`src/rtl/store_write_buffer_pkg.sv`:
```
// Shared types and sizing helpers for the store write buffer and its
// forwarding search.
package store_write_buffer_pkg;

    localparam int DEFAULT_WIDTH      = 32;
    localparam int DEFAULT_ADDR_WIDTH = 32;
    localparam int DEFAULT_ENTRIES    = 4;

    typedef struct packed {
        logic [DEFAULT_ADDR_WIDTH-1:0] address;
        logic [DEFAULT_WIDTH-1:0]      data;
    } store_entry_t;

    // Depth is a power of two, so pointers wrap for free at this width.
    function automatic int ptr_width(input int entries);
        return (entries > 1) ? $clog2(entries) : 1;
    endfunction

endpackage

```
`src/rtl/store_forward_match.sv`:
```
// Youngest-match search over the occupied part of the store buffer ring,
// walking from head (oldest) towards tail so later matches win.
module store_forward_match
    import store_write_buffer_pkg::*;
#(
    parameter int ADDR_WIDTH = DEFAULT_ADDR_WIDTH,
    parameter int ENTRIES    = DEFAULT_ENTRIES,
    parameter int PW         = ptr_width(ENTRIES)
) (
    input  logic [ADDR_WIDTH-1:0] addresses [ENTRIES],
    input  logic [PW-1:0]         head,
    input  logic [PW:0]           count,
    input  logic [ADDR_WIDTH-1:0] load_address,
    output logic                  hit,
    output logic [PW-1:0]         index
);

    logic [PW-1:0] slot;

    always_comb begin
        hit   = 1'b0;
        index = '0;
        slot  = '0;
        for (int i = 0; i < ENTRIES; i++) begin
            slot = head + PW'(i);
            if (((PW+1)'(i) < count) && (addresses[slot] == load_address)) begin
                hit   = 1'b1;
                index = slot;
            end
        end
    end

endmodule

```
`src/rtl/store_write_buffer.sv`:
```
// FIFO store buffer in front of the data memory write port, with
// load forwarding from the youngest matching pending store.
module store_write_buffer
    import store_write_buffer_pkg::*;
#(
    parameter int WIDTH      = DEFAULT_WIDTH,
    parameter int ADDR_WIDTH = DEFAULT_ADDR_WIDTH,
    parameter int ENTRIES    = DEFAULT_ENTRIES
) (
    input  logic                  clock,
    input  logic                  reset,
    input  logic                  storeValid,
    input  logic [ADDR_WIDTH-1:0] storeAddress,
    input  logic [WIDTH-1:0]      storeData,
    output logic                  bufferFull,
    output logic                  bufferEmpty,
    input  logic                  loadEnable,
    input  logic [ADDR_WIDTH-1:0] loadAddress,
    input  logic [WIDTH-1:0]      memReadData,
    output logic [WIDTH-1:0]      loadData,
    output logic                  loadHit,
    input  logic                  memWriteReady,
    output logic [ADDR_WIDTH-1:0] addressWriteMemory,
    output logic                  enableWriteMemory,
    output logic [WIDTH-1:0]      dataInMemory
);

    localparam int PW = ptr_width(ENTRIES);
    localparam int CW = PW + 1;

    logic [ADDR_WIDTH-1:0] entry_address [ENTRIES];
    logic [WIDTH-1:0]      entry_data    [ENTRIES];
    logic [PW-1:0]         head;
    logic [PW-1:0]         tail;
    logic [CW-1:0]         count;

    logic          push;
    logic          pop;
    logic          match_hit;
    logic [PW-1:0] match_index;

    // Flags come from registered count only; a pop cannot free room for a
    // push in the same cycle.
    assign bufferFull  = (count == CW'(ENTRIES));
    assign bufferEmpty = (count == '0);
    assign push        = storeValid && !bufferFull;
    assign pop         = !bufferEmpty && memWriteReady;

    always_ff @(posedge clock or posedge reset) begin
        if (reset) begin
            head  <= '0;
            tail  <= '0;
            count <= '0;
            for (int i = 0; i < ENTRIES; i++) begin
                entry_address[i] <= '0;
                entry_data[i]    <= '0;
            end
        end else begin
            if (push) begin
                entry_address[tail] <= storeAddress;
                entry_data[tail]    <= storeData;
                tail                <= tail + PW'(1);
            end
            if (pop) begin
                head <= head + PW'(1);
            end
            case ({push, pop})
                2'b10:   count <= count + CW'(1);
                2'b01:   count <= count - CW'(1);
                default: count <= count;
            endcase
        end
    end

    assign enableWriteMemory  = !bufferEmpty;
    assign addressWriteMemory = bufferEmpty ? '0 : entry_address[head];
    assign dataInMemory       = bufferEmpty ? '0 : entry_data[head];

    store_forward_match #(
        .ADDR_WIDTH (ADDR_WIDTH),
        .ENTRIES    (ENTRIES),
        .PW         (PW)
    ) u_match (
        .addresses    (entry_address),
        .head         (head),
        .count        (count),
        .load_address (loadAddress),
        .hit          (match_hit),
        .index        (match_index)
    );

    // The head entry still counts while it is being written out this cycle.
    assign loadHit  = loadEnable && match_hit;
    assign loadData = !loadEnable ? '0
                    : match_hit   ? entry_data[match_index]
                    : memReadData;

endmodule

```
`config.mk`:
```
export PLATFORM = sky130hd
export DESIGN_NAME = store_write_buffer
export DESIGN_NICKNAME = d
export VERILOG_FILES = /design/src/rtl/store_write_buffer_pkg.sv /design/src/rtl/store_forward_match.sv /design/src/rtl/store_write_buffer.sv
export SDC_FILE = /design/constraint.sdc
export NUM_CORES = 1
export LEC_CHECK = 0
export ABC_AREA = 1
export ABC_CLOCK_PERIOD_IN_PS = 11430
export CAP_MARGIN = 20
export CELL_PAD_IN_SITES_DETAIL_PLACEMENT = 0
export CELL_PAD_IN_SITES_GLOBAL_PLACEMENT = 1
export CORE_MARGIN = 2
export CORE_UTILIZATION = 40
export CTS_BUF_LIST = sky130_fd_sc_hd__clkbuf_16
export DETAILED_ROUTE_END_ITERATION = 8
export PLACE_DENSITY = 0.84
export SLEW_MARGIN = 20
export SYNTH_ARGS = -nofsm -noshare
export SYNTH_HDL_FRONTEND = slang
export SYNTH_SLANG_ARGS = --single-unit
```
`constraint.sdc`:
```
create_clock -name clock -period 11.43 [get_ports clock]
set_clock_uncertainty 0.2 [all_clocks]
set_input_delay 1.143 -clock clock [delete_from_list [all_inputs] [get_ports clock]]
set_output_delay 1.143 -clock clock [all_outputs]
set_load 0.03 [all_outputs]
```
-- Word-level counts from Yosys, hierarchy flattened
Cells that the tools add are included.
- input bits: 133
- word-level logic and storage cells: 88
- output and inout port bits: 100
- flip-flop bits (word level): 263
- equal/unequal tests: 7
- bitwise operators: 6
- reduce and logical (&&, ||, !) cells: 12
- $add $sub $neg: 6
- order comparisons: 11
- multiplexer cells: 35
- operators with widths (kind ; count):
    two-way mux 32 bit ; 17
    binary-select mux 32 bit (select 2 bit) ; 6
    bitwise mux 128 bit ; 2
    equality test 32 bit ; 4
    demux 32 bit (select 2 bit) ; 1
    >= comparator 3 bit, second input constant ; 6
    inverter 2 -> 3 bit ; 6
    logical AND 1 bit ; 8
    two-way mux 2 bit ; 4
    < comparator 1 x 3 -> 1 bit, first input constant ; 2
    < comparator 2 x 3 -> 1 bit, first input constant ; 2
    one-hot mux 3 bit (2 select lines) ; 1
    adder 2 x 1 -> 2 bit, second input constant ; 2
    adder 2 bit, second input constant ; 2
    two-way mux 1 bit ; 4
    adder 3 x 1 -> 3 bit, second input constant ; 1
    equality test 3 bit, second input constant ; 1
    zero test 3 bit ; 1
    < comparator 3 x 1 -> 1 bit, second input constant ; 1
    subtractor 3 x 1 -> 3 bit, second input constant ; 1
    equality test 2 x 1 -> 1 bit, second input constant ; 1
    equality test 2 bit, second input constant ; 1
    zero test 1 bit ; 2
    nonzero test 2 bit ; 1

-- Depth between registers and ports, before layout
- word-level depth: 16
- depth in mapped cells: 26
- mapped depth without buffers: 22

-- By module
A second synthesis with hierarchy kept.
- cells, all modules: 3095
- area total of the unflattened synthesis: 18958.2 um2
- modules (own cells, without submodules) (module ; area an instance (um2) ; times used ; cells an instance):
    store_write_buffer ; 13555.5 ; 1 ; 1820
    store_forward_match ; 5402.7 ; 1 ; 1275

-- Worst setup path before layout
Ideal clock, no wire load.
- path type: input to output
- start: in loadAddress[26]
- end: out loadData[10]
- arrival: 3.159 ns
- slack: 6.928 ns
- stages: 18
- cells stage by stage: clkbuf_1 inv_1 nand3_1 nand2_1 nand2_1 nor2_1 nand2_1 nor2_1 nand3_2 nand2_1 inv_1 nand2_2 buf_6 buf_4 nand3_1 nand3_1 nand2_1 a21oi_1
- longest elaborated chain between the ends: 12
- elaborated cells between the ends (all ways): 22
- RTL lines (what ; RTL line ; text):
    from (decl) ; store_write_buffer.sv:18 ; input logic [ADDR_WIDTH-1:0] loadAddress,
    equality test 32 bit ; store_forward_match.sv:26 ; if (((PW+1)'(i) < count) && (addresses[slot] == load_address)) begin
    logical AND 1 bit ; store_forward_match.sv:26 ;
    two-way mux 2 bit (4 in series) ; store_forward_match.sv:26 ;
    inverter 2 -> 3 bit (not written as such) ; store_write_buffer.sv:95 ; : match_hit ? entry_data[match_index]
    binary-select mux 32 bit (select 2 bit) ; store_write_buffer.sv:95 ;
    two-way mux 32 bit (not written as such) (2 in series) ; store_write_buffer.sv:95 ;
    two-way mux 32 bit (*) ; store_write_buffer.sv:95 ;
    two-way mux 32 bit (*) ; store_write_buffer.sv:94 ; assign loadData = !loadEnable ? '0
    to (decl) ; store_write_buffer.sv:20 ; output logic [WIDTH-1:0] loadData,
Every way passes the cells marked *; elsewhere a longest branch is shown, timed or not. The select of a mux whose other input is x is not followed.

-- Worst setup path in the final report
- start: reg head[1]
- end: out loadData[12]
- longest elaborated chain between the ends: 16
- elaborated cells between the ends (all ways): 41
- RTL lines (what ; RTL line ; text):
    from (decl) ; store_write_buffer.sv:33 ; logic [PW-1:0] head;
    from (signal assigned) ; store_write_buffer.sv:65 ; head <= head + PW'(1);
    adder 2 x 1 -> 2 bit or inverter 2 -> 3 bit (tied branches) ; store_forward_match.sv:25, store_forward_match.sv:26 ;
    inverter 2 -> 3 bit (not written as such) or binary-select mux 32 bit (select 2 bit) (tied branches) ; store_forward_match.sv:26 ;
    binary-select mux 32 bit (select 2 bit) or two-way mux 32 bit (tied branches) ; store_forward_match.sv:26 ;
    two-way mux 32 bit (not written as such) ; store_forward_match.sv:26 ;
    two-way mux 32 bit (not written as such) or equality test 32 bit (tied branches) ; store_forward_match.sv:26 ;
    equality test 32 bit or logical AND 1 bit (tied branches) ; store_forward_match.sv:26 ;
    logical AND 1 bit or two-way mux 2 bit (tied branches) ; store_forward_match.sv:26 ;
    two-way mux 2 bit (3 in series) ; store_forward_match.sv:26 ;
    inverter 2 -> 3 bit (not written as such) ; store_write_buffer.sv:95 ;
    binary-select mux 32 bit (select 2 bit) ; store_write_buffer.sv:95 ;
    two-way mux 32 bit (not written as such) (2 in series) ; store_write_buffer.sv:95 ;
    two-way mux 32 bit (*) ; store_write_buffer.sv:95 ;
    two-way mux 32 bit (*) ; store_write_buffer.sv:94 ;
Marks and branches as above.

==> flow_summary.json <==
{
  "status": "completed",
  "setup_viol": 0,
  "path_clk_slew_ns": 0.06,
  "viasPerCell": 5.51,
  "die_y_um": 223,
  "crit_type": "flip-flop to output port",
  "multi_input_area_um2": 10800,
  "ctsResizeCount": 0,
  "drt_first_iter_violations": 2344,
  "p_leak_uw": 0.0114,
  "power.density_nw_per_um2": 338,
  "critPathMaxFanout": 69,
  "drive_gt1_frac": 0.0292,
  "max_stage_delay_ns": 0.77,
  "yosysUniqueCellTypes": 34,
  "syn-instance-count": 3129,
  "syn_nets": 3271,
  "seq_area_um2": 6590,
  "min_path_type": "flip-flop to flip-flop",
  "fp-row-count": 80,
  "power_uw": 7630,
  "avgSynthCellArea_um2": 6.12,
  "clk_latency_ns": 0.58,
  "routabilityCongestion": 1.03,
  "cp.arrival_ns": 7.42,
  "path_delay_family": "buffers and inverters",
  "final_cells": 3872,
  "grt_pass1_vias": 19700,
  "wl_per_cell_um": 20.2,
  "slew_headroom": 0.307,
  "critPathBufInv": 7,
  "tightest_slew_ns": 1.04,
  "wirelength_um": 78100,
  "boundaryPins": 233,
  "die_x_um": 223,
  "r2r_slack_ns": 8.31,
  "overflow": 0,
  "grt_usage": 0.309,
  "synth-seq-cells": 263,
  "fin_util": 0.476,
  "clock_tree.root_cell": "clkbuf_16",
  "ys_seq_area_frac": 0.344,
  "r2r_cells": 8,
  "crit_cells": 26,
  "dp_hpwl_um": 57500,
  "grt_max_degree": 126,
  "synth_warnings": 0,
  "min_period_ns": 8.76,
  "holdPathStages": 2,
  "fp.coreArea_um2": 47400,
  "slew_violations": 0,
  "io_buffers": 232,
  "ant_nets": 0,
  "max_freq_ghz": 0.114,
  "critPathSlowestCell": "dfrtp_4",
  "cts_buffer_depth": 3,
  "grt_first_pass_wirelength_um": 119000,
  "nets": 3374,
  "area_growth_pct": 18.0,
  "finalInstanceArea_um2": 22600,
  "cts_setup_buffers": 0,
  "n_fill_cell": 4919,
  "endpoint_kind": "output port",
  "start_kind": "flip-flop",
  "die_area_um2": 49600,
  "initial_core_util": 0.403,
  "vdd_drop_max_mv": 0.198,
  "crit_top_cell": "nand2_1",
  "dp.cells": 3815,
  "h-tree-depth": 1,
  "hold_viol_final": 0,
  "cts_buffers": 30,
  "cts_sinks": 263,
  "fin_tns_setup_ns": 0,
  "finalCritPeriodShare": 0.767,
  "cp.required_ns": 10.09,
  "grt_antenna_before_repair": 5,
  "synthesis.area_um2": 19100,
  "post-route-drc-count": 0,
  "drv_cap": 0,
  "cts_tree": "yes",
  "rsz0062_at_grt": "false",
  "hold_buffers": 0,
  "dpl_cell_area_um2": 21600,
  "drt_pass1_iterations": 5,
  "vias": 21400
}
==> final timing paths <==
check                                      to          startpoint
max reg2reg                 entry_address[81]            count[0]
min in group asynchronous   entry_address[32]               reset
min reg2reg                entry_address[108]  entry_address[108]
max                              loadData[12]             head[1]
max in group asynchronous             head[0]               reset
min                        entry_address[108]  entry_address[108]
==> where the power goes <==
group | internal (uW) | switching (uW) | leakage (uW) | total, uW
clock network | 593 | 422 | 0.000510 | 1020
logic | 1480 | 3330 | 0.00758 | 4810
registers | 1370 | 432 | 0.00329 | 1800
==> logic make-up after synthesis <==
family	count (synthesis)	share of synthesized area
DFF	263	0.344
buffers and inverters	433	0.0956
and+or+nand+nor	1982	0.429
adders and majority gates	9	0.00588
AOI/OAI and AO/OA	430	0.120
xor gates and xnor gates	12	0.00549
==> layout by cell type (no fill, tap or decap), types with 5 or more instances in the layout <==
master and n:
bufinv_16 5, xor2_1 10, o21ai_0 312, a22oi_1 32, nor2_1 138, inv_1 249
buf_4 21, clkdlybuf4s50_1 231, nand2_2 7, o21ai_1 8, a31oi_1 32, nor3_1 9
ha_1 9, nand4_1 44, o211ai_1 8, nand3_1 465, nand2_1 1301, clkbuf_16 30
clkinv_2 6, a21oi_1 36, dfrtp_1 261, and2_1 6
==> per-layer routing <==
layer,track usage,vias up,share of wire
met3,0.0533,120,0.072
met4,0.0875,6,0.028
met2,0.490,809,0.45
li1,-,10300,-
met1,0.434,10100,0.45
met5,0,-,0.00055
==> cell type report <==
class,instances,share of cell area
Antenna cell,1,0.000111
Tap cell,615,0.0341
Multi-Input combinational cell,2433,0.477
Inverter,251,0.0422
Timing Repair Buffer,253,0.110
Sequential cell,263,0.292
Clock buffer,30,0.0332
Clock inverter,26,0.0124
==> worst register-to-register path: cells and delay by family, from the launching register on <==
| kind | cells | cell delay, ns |
|---|---|---|
| compound gates | 1 | 0.30 |
| fa+ha+maj | 1 | 0.18 |
| buf+inv | 3 | 1.15 |
| flops | 1 | 0.43 |
| simple gates | 3 | 0.69 |
==> through the flow <==
stage	setup WS (ns)	hold WS, ns
floorplan	2.85	0.253
global placement	3.55	0.274
detailed placement	3.43	0.283
CTS	2.79	0.297
global route	2.19	0.336
finish	2.67	0.291
==> state kept, by name (all words and copies together), names as in the netlist <==
name / flops
entry_data: 128
head: 2
tail: 2
entry_address: 128
count: 3
==> synth_stat cells <==
cell | n | area share
buf_2 | 59 | 0.015
nor2_2 | 1 | 0.00033
and2_1 | 6 | 0.0020
clkbuf_1 | 80 | 0.016
nand3_1 | 465 | 0.12
ha_1 | 9 | 0.0059
buf_6 | 8 | 0.0047
buf_1 | 17 | 0.0033
nand2_1 | 1306 | 0.26
nor3_1 | 9 | 0.0024
o2111ai_2 | 1 | 0.00078
nand4_1 | 44 | 0.014
nand3b_1 | 1 | 0.00039
nand2b_1 | 1 | 0.00033
xnor2_1 | 2 | 0.00092
nand2_2 | 6 | 0.0020
nor2_1 | 138 | 0.027
or2_2 | 2 | 0.00065
a22oi_1 | 32 | 0.013
inv_2 | 2 | 0.00039
a31oi_1 | 32 | 0.010
inv_4 | 1 | 0.00033
o21ai_1 | 8 | 0.0021
buf_4 | 18 | 0.0071
nor4b_1 | 1 | 0.00046
dfrtp_1 | 263 | 0.34
o21a_1 | 1 | 0.00039
clkinv_1 | 1 | 0.00020
xor2_1 | 10 | 0.0046
nand3_2 | 2 | 0.0010
o21ai_0 | 312 | 0.082
a21oi_1 | 36 | 0.0094
inv_1 | 247 | 0.048
o211ai_1 | 8 | 0.0031
Note: power is estimated with default switching activity, not from simulation.
